### src/rtl/queue_ctrl_if.sv
// Customer queue controller bus.
// Inputs from the environment, registered status back out.
interface queue_ctrl_if;
    logic       arrive;
    logic       tick;
    logic [1:0] tcount_cfg;
    logic [2:0] pcount;
    logic [1:0] tcount;
    logic [4:0] index;
    logic       ef;
    logic       ff;
    logic [2:0] busy;
    logic       serve;
    logic [1:0] serve_id;
    logic       reject;

    modport slave (
        input  arrive, tick, tcount_cfg,
        output pcount, tcount, index, ef, ff,
        output busy, serve, serve_id, reject
    );

    modport master (
        output arrive, tick, tcount_cfg,
        input  pcount, tcount, index, ef, ff,
        input  busy, serve, serve_id, reject
    );
endinterface

### src/rtl/queue_ctrl.sv
// Waiting-line controller: 7-deep customer count,
// up to 3 tellers served round-robin with tick timers.
module queue_ctrl #(
    parameter int SERVICE_TICKS = 3
) (
    input  logic         clk,
    input  logic         reset,
    queue_ctrl_if.slave  bus
);

    logic [2:0] pcount_q;
    logic [1:0] tcount_q;
    logic [2:0] busy_q;
    logic [3:0] timer_q [3];
    logic [1:0] rr_q;
    logic       serve_q;
    logic [1:0] sid_q;
    logic       reject_q;

    logic       found;
    logic [1:0] pick;
    logic [2:0] idx;
    logic [3:0] busy_ext;
    logic       dispatch;
    logic [1:0] pick_nxt;
    logic [1:0] cfg_eff;

    assign busy_ext = {1'b1, busy_q};
    assign cfg_eff  = (bus.tcount_cfg == 2'd0) ? 2'd1 : bus.tcount_cfg;
    assign pick_nxt = pick + 2'd1;

    // Round-robin search for the first idle enabled teller from rr_q.
    always_comb begin
        found = 1'b0;
        pick  = 2'd0;
        idx   = 3'd0;
        for (int k = 0; k < 3; k++) begin
            idx = {1'b0, rr_q} + 3'(k);
            if (idx >= {1'b0, tcount_q})
                idx = idx - {1'b0, tcount_q};
            if (!found && 2'(k) < tcount_q && !busy_ext[idx[1:0]]) begin
                found = 1'b1;
                pick  = idx[1:0];
            end
        end
        dispatch = found && (pcount_q != 3'd0);
    end

    // Queue count, teller timers, round-robin pointer and pulses.
    always_ff @(posedge clk) begin
        if (reset) begin
            pcount_q <= 3'd0;
            tcount_q <= 2'd1;
            busy_q   <= 3'd0;
            rr_q     <= 2'd0;
            serve_q  <= 1'b0;
            sid_q    <= 2'd0;
            reject_q <= 1'b0;
            for (int i = 0; i < 3; i++)
                timer_q[i] <= 4'd0;
        end else begin
            serve_q  <= dispatch;
            reject_q <= 1'b0;
            if (dispatch) begin
                sid_q <= pick;
                rr_q  <= (pick_nxt == tcount_q) ? 2'd0 : pick_nxt;
                if (!bus.arrive)
                    pcount_q <= pcount_q - 3'd1;
            end else if (bus.arrive) begin
                if (pcount_q == 3'd7)
                    reject_q <= 1'b1;
                else
                    pcount_q <= pcount_q + 3'd1;
            end
            for (int i = 0; i < 3; i++) begin
                if (dispatch && pick == 2'(i)) begin
                    timer_q[i] <= 4'(SERVICE_TICKS);
                    busy_q[i]  <= 1'b1;
                end else if (bus.tick && busy_q[i]) begin
                    timer_q[i] <= timer_q[i] - 4'd1;
                    if (timer_q[i] == 4'd1)
                        busy_q[i] <= 1'b0;
                end
            end
            // Teller count may only change with nobody waiting or served.
            if (busy_q == 3'd0 && pcount_q == 3'd0) begin
                tcount_q <= cfg_eff;
                if (cfg_eff != tcount_q)
                    rr_q <= 2'd0;
            end
        end
    end

    assign bus.pcount   = pcount_q;
    assign bus.tcount   = tcount_q;
    assign bus.index    = {tcount_q, pcount_q};
    assign bus.ef       = (pcount_q == 3'd0);
    assign bus.ff       = (pcount_q == 3'd7);
    assign bus.busy     = busy_q;
    assign bus.serve    = serve_q;
    assign bus.serve_id = sid_q;
    assign bus.reject   = reject_q;

endmodule

### src/flat_wrapper.sv
// flat-port wrapper written by rule: the top's interface ports become plain ports
module queue_ctrl_flat 
#(
    parameter int SERVICE_TICKS = 3
)
  (clk, reset, bus_arrive, bus_tick, bus_tcount_cfg, bus_pcount, bus_tcount, bus_index, bus_ef, bus_ff, bus_busy, bus_serve, bus_serve_id, bus_reject);
  queue_ctrl_if bus_i ();
  input  logic clk;
  input  logic reset;
  input wire logic [$bits(bus_i.arrive)-1:0] bus_arrive;
  input wire logic [$bits(bus_i.tick)-1:0] bus_tick;
  input wire logic [$bits(bus_i.tcount_cfg)-1:0] bus_tcount_cfg;
  output wire logic [$bits(bus_i.pcount)-1:0] bus_pcount;
  output wire logic [$bits(bus_i.tcount)-1:0] bus_tcount;
  output wire logic [$bits(bus_i.index)-1:0] bus_index;
  output wire logic [$bits(bus_i.ef)-1:0] bus_ef;
  output wire logic [$bits(bus_i.ff)-1:0] bus_ff;
  output wire logic [$bits(bus_i.busy)-1:0] bus_busy;
  output wire logic [$bits(bus_i.serve)-1:0] bus_serve;
  output wire logic [$bits(bus_i.serve_id)-1:0] bus_serve_id;
  output wire logic [$bits(bus_i.reject)-1:0] bus_reject;
  assign bus_i.arrive = bus_arrive;
  assign bus_i.tick = bus_tick;
  assign bus_i.tcount_cfg = bus_tcount_cfg;
  assign bus_pcount = bus_i.pcount;
  assign bus_tcount = bus_i.tcount;
  assign bus_index = bus_i.index;
  assign bus_ef = bus_i.ef;
  assign bus_ff = bus_i.ff;
  assign bus_busy = bus_i.busy;
  assign bus_serve = bus_i.serve;
  assign bus_serve_id = bus_i.serve_id;
  assign bus_reject = bus_i.reject;
  queue_ctrl #(.SERVICE_TICKS(SERVICE_TICKS)) u_core (.clk(clk), .reset(reset), .bus(bus_i));
endmodule
### config.mk
export PLATFORM = sky130hd
export DESIGN_NAME = queue_ctrl_flat
export DESIGN_NICKNAME = d
export VERILOG_FILES = /design/src/rtl/queue_ctrl_if.sv /design/src/rtl/queue_ctrl.sv /design/src/flat_wrapper.sv
export SDC_FILE = /design/constraint.sdc
export NUM_CORES = 1
export LEC_CHECK = 0
export CAP_MARGIN = 20
export CORE_MARGIN = 2
export CORE_UTILIZATION = 38
export CTS_BUF_LIST = sky130_fd_sc_hd__clkbuf_2 sky130_fd_sc_hd__clkbuf_4 sky130_fd_sc_hd__clkbuf_8
export DETAILED_ROUTE_END_ITERATION = 16
export PLACE_DENSITY = 0.62
export SYNTH_ARGS = -nofsm -noshare
export SYNTH_HDL_FRONTEND = slang
export SYNTH_SLANG_ARGS = --single-unit
### constraint.sdc
create_clock -name clk -period 5.65 [get_ports clk]
set_input_delay 0.565 -clock clk [delete_from_list [all_inputs] [get_ports clk]]
set_output_delay 0.565 -clock clk [all_outputs]
set_load 0.03 [all_outputs]
# Word-level counts from Yosys, hierarchy flattened

Memory sizes are Yosys's and may differ from the RTL's.
Index checks and enable logic that the tools add are counted.
W data, S select, Z words.

Add/subtract/negate cells: 11
$mul: 0
Div/mod/pow operators: 0
Order comparisons: 9
Equality and inequality tests: 10
Shifts and indexed selects: 0
Mux-type cells: 63
Bitwise operators: 7
Reductions and logical operators: 35

Operators with widths:

| kind                  | number |
|---|---|
| $mux W1               | 39 |
| $mux W4               | 6 |
| $mux W2               | 11 |
| $reduce_bool A2 Y1    | 7 |
| $logic_and A1 B1 Y1   | 13 |
| $eq A4 B1 Y1 const B  | 3 |
| $mux W3               | 4 |
| $sub A4 B1 Y4 const B | 3 |
| $lt A2 B3 Y1 const B  | 3 |
| $bmux W1 S2           | 3 |
| $ge A3 B2 Y1          | 2 |
| $logic_not A3 Y1      | 2 |
| $or A1 B1 Y1          | 6 |
| $reduce_and A2 Y1     | 3 |
| $sub A2 B2 Y2         | 3 |
| $logic_not A1 Y1      | 5 |
| $logic_not A2 Y1      | 2 |
| $lt A1 B2 Y1 const A  | 2 |
| $add A2 B1 Y3 const B | 1 |
| $add A2 B2 Y3 const B | 1 |
| $add A3 B1 Y3 const B | 1 |
| $eq A3 B3 Y1 const B  | 1 |
| $reduce_and A3 Y1     | 1 |
| $reduce_bool A3 Y1    | 1 |
| other kinds (12)      | 12 |

Register bits after elaboration: 14
Latch bits: 0
RAM bits: 12
Memory bits (read-only): 0
Bits of input ports: 6
Output and inout bits: 19
Logic and storage cells: 145
Memories: 1

Memories:

| memory         | depth | width | read ports | clocked after Yosys merged registers in | wr ports | line             | source |
|---|---|---|---|---|---|---|---|
| u_core.timer_q | 3     | 4     | 3          | 0                                       | 3        | queue_ctrl.sv:14 | `logic [3:0] timer_q [3];` |

# Depth between registers and ports, before layout

Depth after elaboration: 22
Depth in mapped cells: 18
Mapped depth without buffers: 16

# Least setup slack after synthesis

OpenSTA, ideal clock, no wires.

Path kind: reg2reg
From: register u_core.tcount_q[1], in the netlist u_core.bus.tcount[1]
To: memory u_core.timer_q[2][0], data pin
Setup time: 273 ps
Arrival time: 4229 ps
Data required time: 5377 ps
Path slack: 1148 ps
Stages on the path, launching flop included: 16
Buffers on the path: 1
Clock period less this slack: 4502 ps
Cell sequence: dfxtp_1 > buf_2 > inv_1 > fa_1 > a21oi_2 > mux2i_1 > nor4_2 > or4_1 > mux2_2 > o21ai_1 > inv_1 > ha_1 > o41ai_1 > a21oi_1 > a31oi_1 > o221ai_1

RTL lines:

| item                   | line             | source |
|---|---|---|
| from (decl)            | queue_ctrl.sv:12 | `logic [1:0] tcount_q;` |
| from (signal assigned) | queue_ctrl.sv:87 | `tcount_q <= cfg_eff;` |
| to (decl)              | queue_ctrl.sv:14 |  |

==> flow_summary.toml <==
[setup_path]
cp-end-kind = "flip-flop"
reg2reg_depth = 14
cp.arrival_ns = 4.93
worst-path-max-fanout = 15
reg2reg_setup_slack_ns = 0.74
crit_top_cell = "inv_1"
path_class = "reg2reg"
cp_cell_sequence = "inv_1 > fa_1 > a21oi_2 > mux2i_1 > nor4_2 > or4_1 > mux2_2 > o21ai_1 > inv_1 > ha_1 > o41ai_1 > a21oi_1 > a31oi_1 > o221ai_1"
cp-start-kind = "flip-flop"
cp_slowest_cell = "o41ai_1"
slowest_delay_ns = 0.73
r2r-end = "u_core.timer_q[2][0]"
critPathRequiredTime_ns = 5.67
worstReg2RegStart = "u_core.bus.tcount[1]"

[pwr]
p_int_w = 0.000878
netSwitchingPower_w = 0.000849
p_leak_nw = 1.03
pwr-share-comb_pct = 67.8
p_per_area_mw_per_mm2 = 683
netSwitchingFraction_pct = 49.2
p_seq_share_pct = 22.9
ir_drop_uv = 273
power_frac_clock_pct = 9.3

[layout]
ff_latch_area_um2 = 641
multi_input_area_mm2 = 0.00140
finalNetCount = 291
drive_above_1_share_pct = 8.27
n_antenna_cell = 0
nFillCells = 580
syn_to_final_growth_pct = 12.9

[global_route]
grt_overflow = 0
grt_pass1_wl_mm = 7.99
grt_max_degree = 22
track_usage_pct = 15.4
antenna_found_initial = 0
grt_pass1_vias = 1679

[synthesis]
synth.avg_cell_area_um2 = 8.82
yosys.cell_types.count = 65
yosys_register_bits = 26
syn_nets = 278
seq_area_frac_synth_pct = 28.6
synth_cells = 254
synth_async_sr_flop_share_pct = 0
synth_edf_count = 12
syn_area_mm2 = 0.00224
synth_warnings = 0
synth_ff_type = "dfxtp_1"

[timing]
fin_setup_tns_ns = 0
worst_pin_slew_ns = 0.845
final.setup.worst_slack_ns = 0.743
slew_violations = 0
max_slew_margin_pct = 42.9
fmax_ghz = 0.204
rsz0062_at_grt = "no"
period_minus_slack_ns = 4.91
timing_hold_violations_final = 0
hold_slack_ns = 0.506
skew_ns = 0.00264
min_period_over_period_pct = 86.9
setup_viol = 0

[floorplan]
chipHeight_um = 80.8
ioPinCount = 25
dieArea_mm2 = 0.00652
num_rows = 27
die_x_um = 80.8
start_util_pct = 39.9
core_area_mm2 = 0.00561

[clock_network]
clk_latency_ns = 0.28
cts_hold_buf = 0
clockRootBuffer = "clkbuf_8"
cts_buffer_depth = 2
cts-resized-gates = 0
cts_tree = "done"
clk_pin_slew_ns = 0.10
clock-sinks = 26
numCtsBuffers = 3
htreeDepth = 1
post-cts-setup-buffers = 0

[placed_design]
gp_congestion = 0.809
port_buffers = 24
dp_hpwl_mm = 3.61
dp_worst_setup_slack_ns = 0.776

[hold_path]
min_to = "u_core.bus.serve_id[1]"
hp-start = "u_core.bus.serve_id[1]"
hold-path-cell-count = 2
hold_path.class = "reg2reg"

[status]
outcome = "finished clean"

[routing]
vias_per_cell = 5.65
wire_per_inst_um = 14.3
dr.pass1.iters = 4
antenna_left = 0
drt_iter0_markers = 53
vias = 1911
routed_wl_mm = 4.82
post-route-drc-count = 0

[run]
maxCapViolCount = 0
cell families after synthesis:
kind of cell	count (synthesis)	share of synthesized area, %
multiplexers	7	3.30
XOR/XNOR	9	3.52
flip-flops	26	28.6
AO/OA/AOI/OAI	69	22.9
adder cells (fa/ha/maj)	18	10.7
AND/OR/NAND/NOR	87	22.2
buffers and inverters	38	8.72
routing by layer:
| metal | wire length [µm] | global-route usage [%] | up-vias |
|---|---|---|---|
| li1 | - | - | 950 |
| met1 | 2390 | 22.3 | 891 |
| met2 | 2080 | 23.5 | 63 |
| met3 | 279 | 2.67 | 7 |
| met4 | 70 | 4.41 | 0 |
| met5 | 0 | 0 | - |
placed cells by master (no fill, tap or decap), drive strengths merged, types with 5 or more instances in the layout:
master         netlist  layout
o22ai                5       5
xor2                 6       6
nor2                14      14
clkdlybuf4s50        0      24
nand2               28      28
nor3                 7       7
dfxtp               14      14
a21oi               13      13
o21ai                9       9
nand3                6       6
ha                  16      16
a31oi                7       7
inv                 22      22
edfxtp              12      12
cells in the mapped netlist (3+ instances only):
library cell | count | area share, %
nand2_1 | 28 | 4.7
inv_1 | 22 | 3.7
ha_1 | 16 | 8.9
dfxtp_1 | 14 | 13
nor2_1 | 14 | 2.3
a21oi_1 | 12 | 2.7
edfxtp_1 | 12 | 16
o21ai_0 | 8 | 1.8
a31oi_1 | 6 | 1.7
clkbuf_1 | 6 | 1.0
nand3_1 | 6 | 1.3
nor3_1 | 6 | 1.3
xor2_1 | 6 | 2.3
buf_4 | 5 | 1.7
o22ai_1 | 5 | 1.4
and3_1 | 4 | 1.1
mux2i_1 | 4 | 1.8
nor2b_1 | 4 | 1.1
o221ai_1 | 4 | 1.6
a211oi_1 | 3 | 1.0
a311oi_1 | 3 | 1.2
and2_1 | 3 | 0.84
mux2_2 | 3 | 1.5
o211ai_1 | 3 | 1.0
o31ai_1 | 3 | 1.0
or3_1 | 3 | 0.84
xnor2_1 | 3 | 1.2
power by group through the flow:
stage | logic, W | clock network [W] | registers (W)
after floorplan | 0.000938 | 0 | 0.000414
after global placement | 0.00116 | 0 | 0.000398
after detailed placement | 0.00116 | 0 | 0.000400
after CTS | 0.00117 | 0.000163 | 0.000395
after global routing | 0.00130 | 0.000169 | 0.000409
final | 0.00117 | 0.000160 | 0.000396
state kept, by name, indices dropped and copies added (netlist names):
| register | count |
|---|---|
| u_core.bus.busy | 3 |
| u_core.bus.pcount | 3 |
| u_core.bus.reject | 1 |
| u_core.bus.serve | 1 |
| u_core.bus.serve_id | 2 |
| u_core.bus.tcount | 2 |
| u_core.rr_q | 2 |
| u_core.timer_q | 12 |
area by class of cell:
class | count | share of cell area [%]
clock buffer | 3 | 1.63
clock inverter | 1 | 1.19
inverter | 22 | 3.27
multi-input combinational | 190 | 55.5
sequential | 26 | 25.3
tap | 72 | 3.56
timing repair buffer | 24 | 9.50
through the flow:
step                      utilization (%)  instances  power (W)  cell area, µm²
after floorplan                         -        254    0.00135            2240
after global placement               43.8        334    0.00156            2460
after detailed placement             43.8        334    0.00156            2460
after CTS                            45.1        338    0.00173            2530
after global routing                 45.1        338    0.00188            2530
final                                45.1        338    0.00173            2530
worst max-delay path: cells and delay by family, from the launching register on:
family,cells,cell delay (ns)
fa+ha+maj,2,0.78
flops,1,0.69
buf+inv,2,0.30
mux,2,0.59
simple gates,2,0.66
compound gates,6,1.63
worst max path at each step:
stage,startpoint,to,depth (start not counted)
floorplan,u_core.bus.tcount[1],u_core.timer_q[2][0],15
global placement,u_core.bus.tcount[1],u_core.timer_q[2][1],14
detailed placement,u_core.bus.tcount[1],u_core.timer_q[2][1],14
CTS,u_core.bus.tcount[1],u_core.timer_q[2][1],14
global route,u_core.bus.tcount[1],u_core.timer_q[2][0],14
finish,u_core.bus.tcount[1],u_core.timer_q[2][0],14
Power figures use the tool's default switching activity.
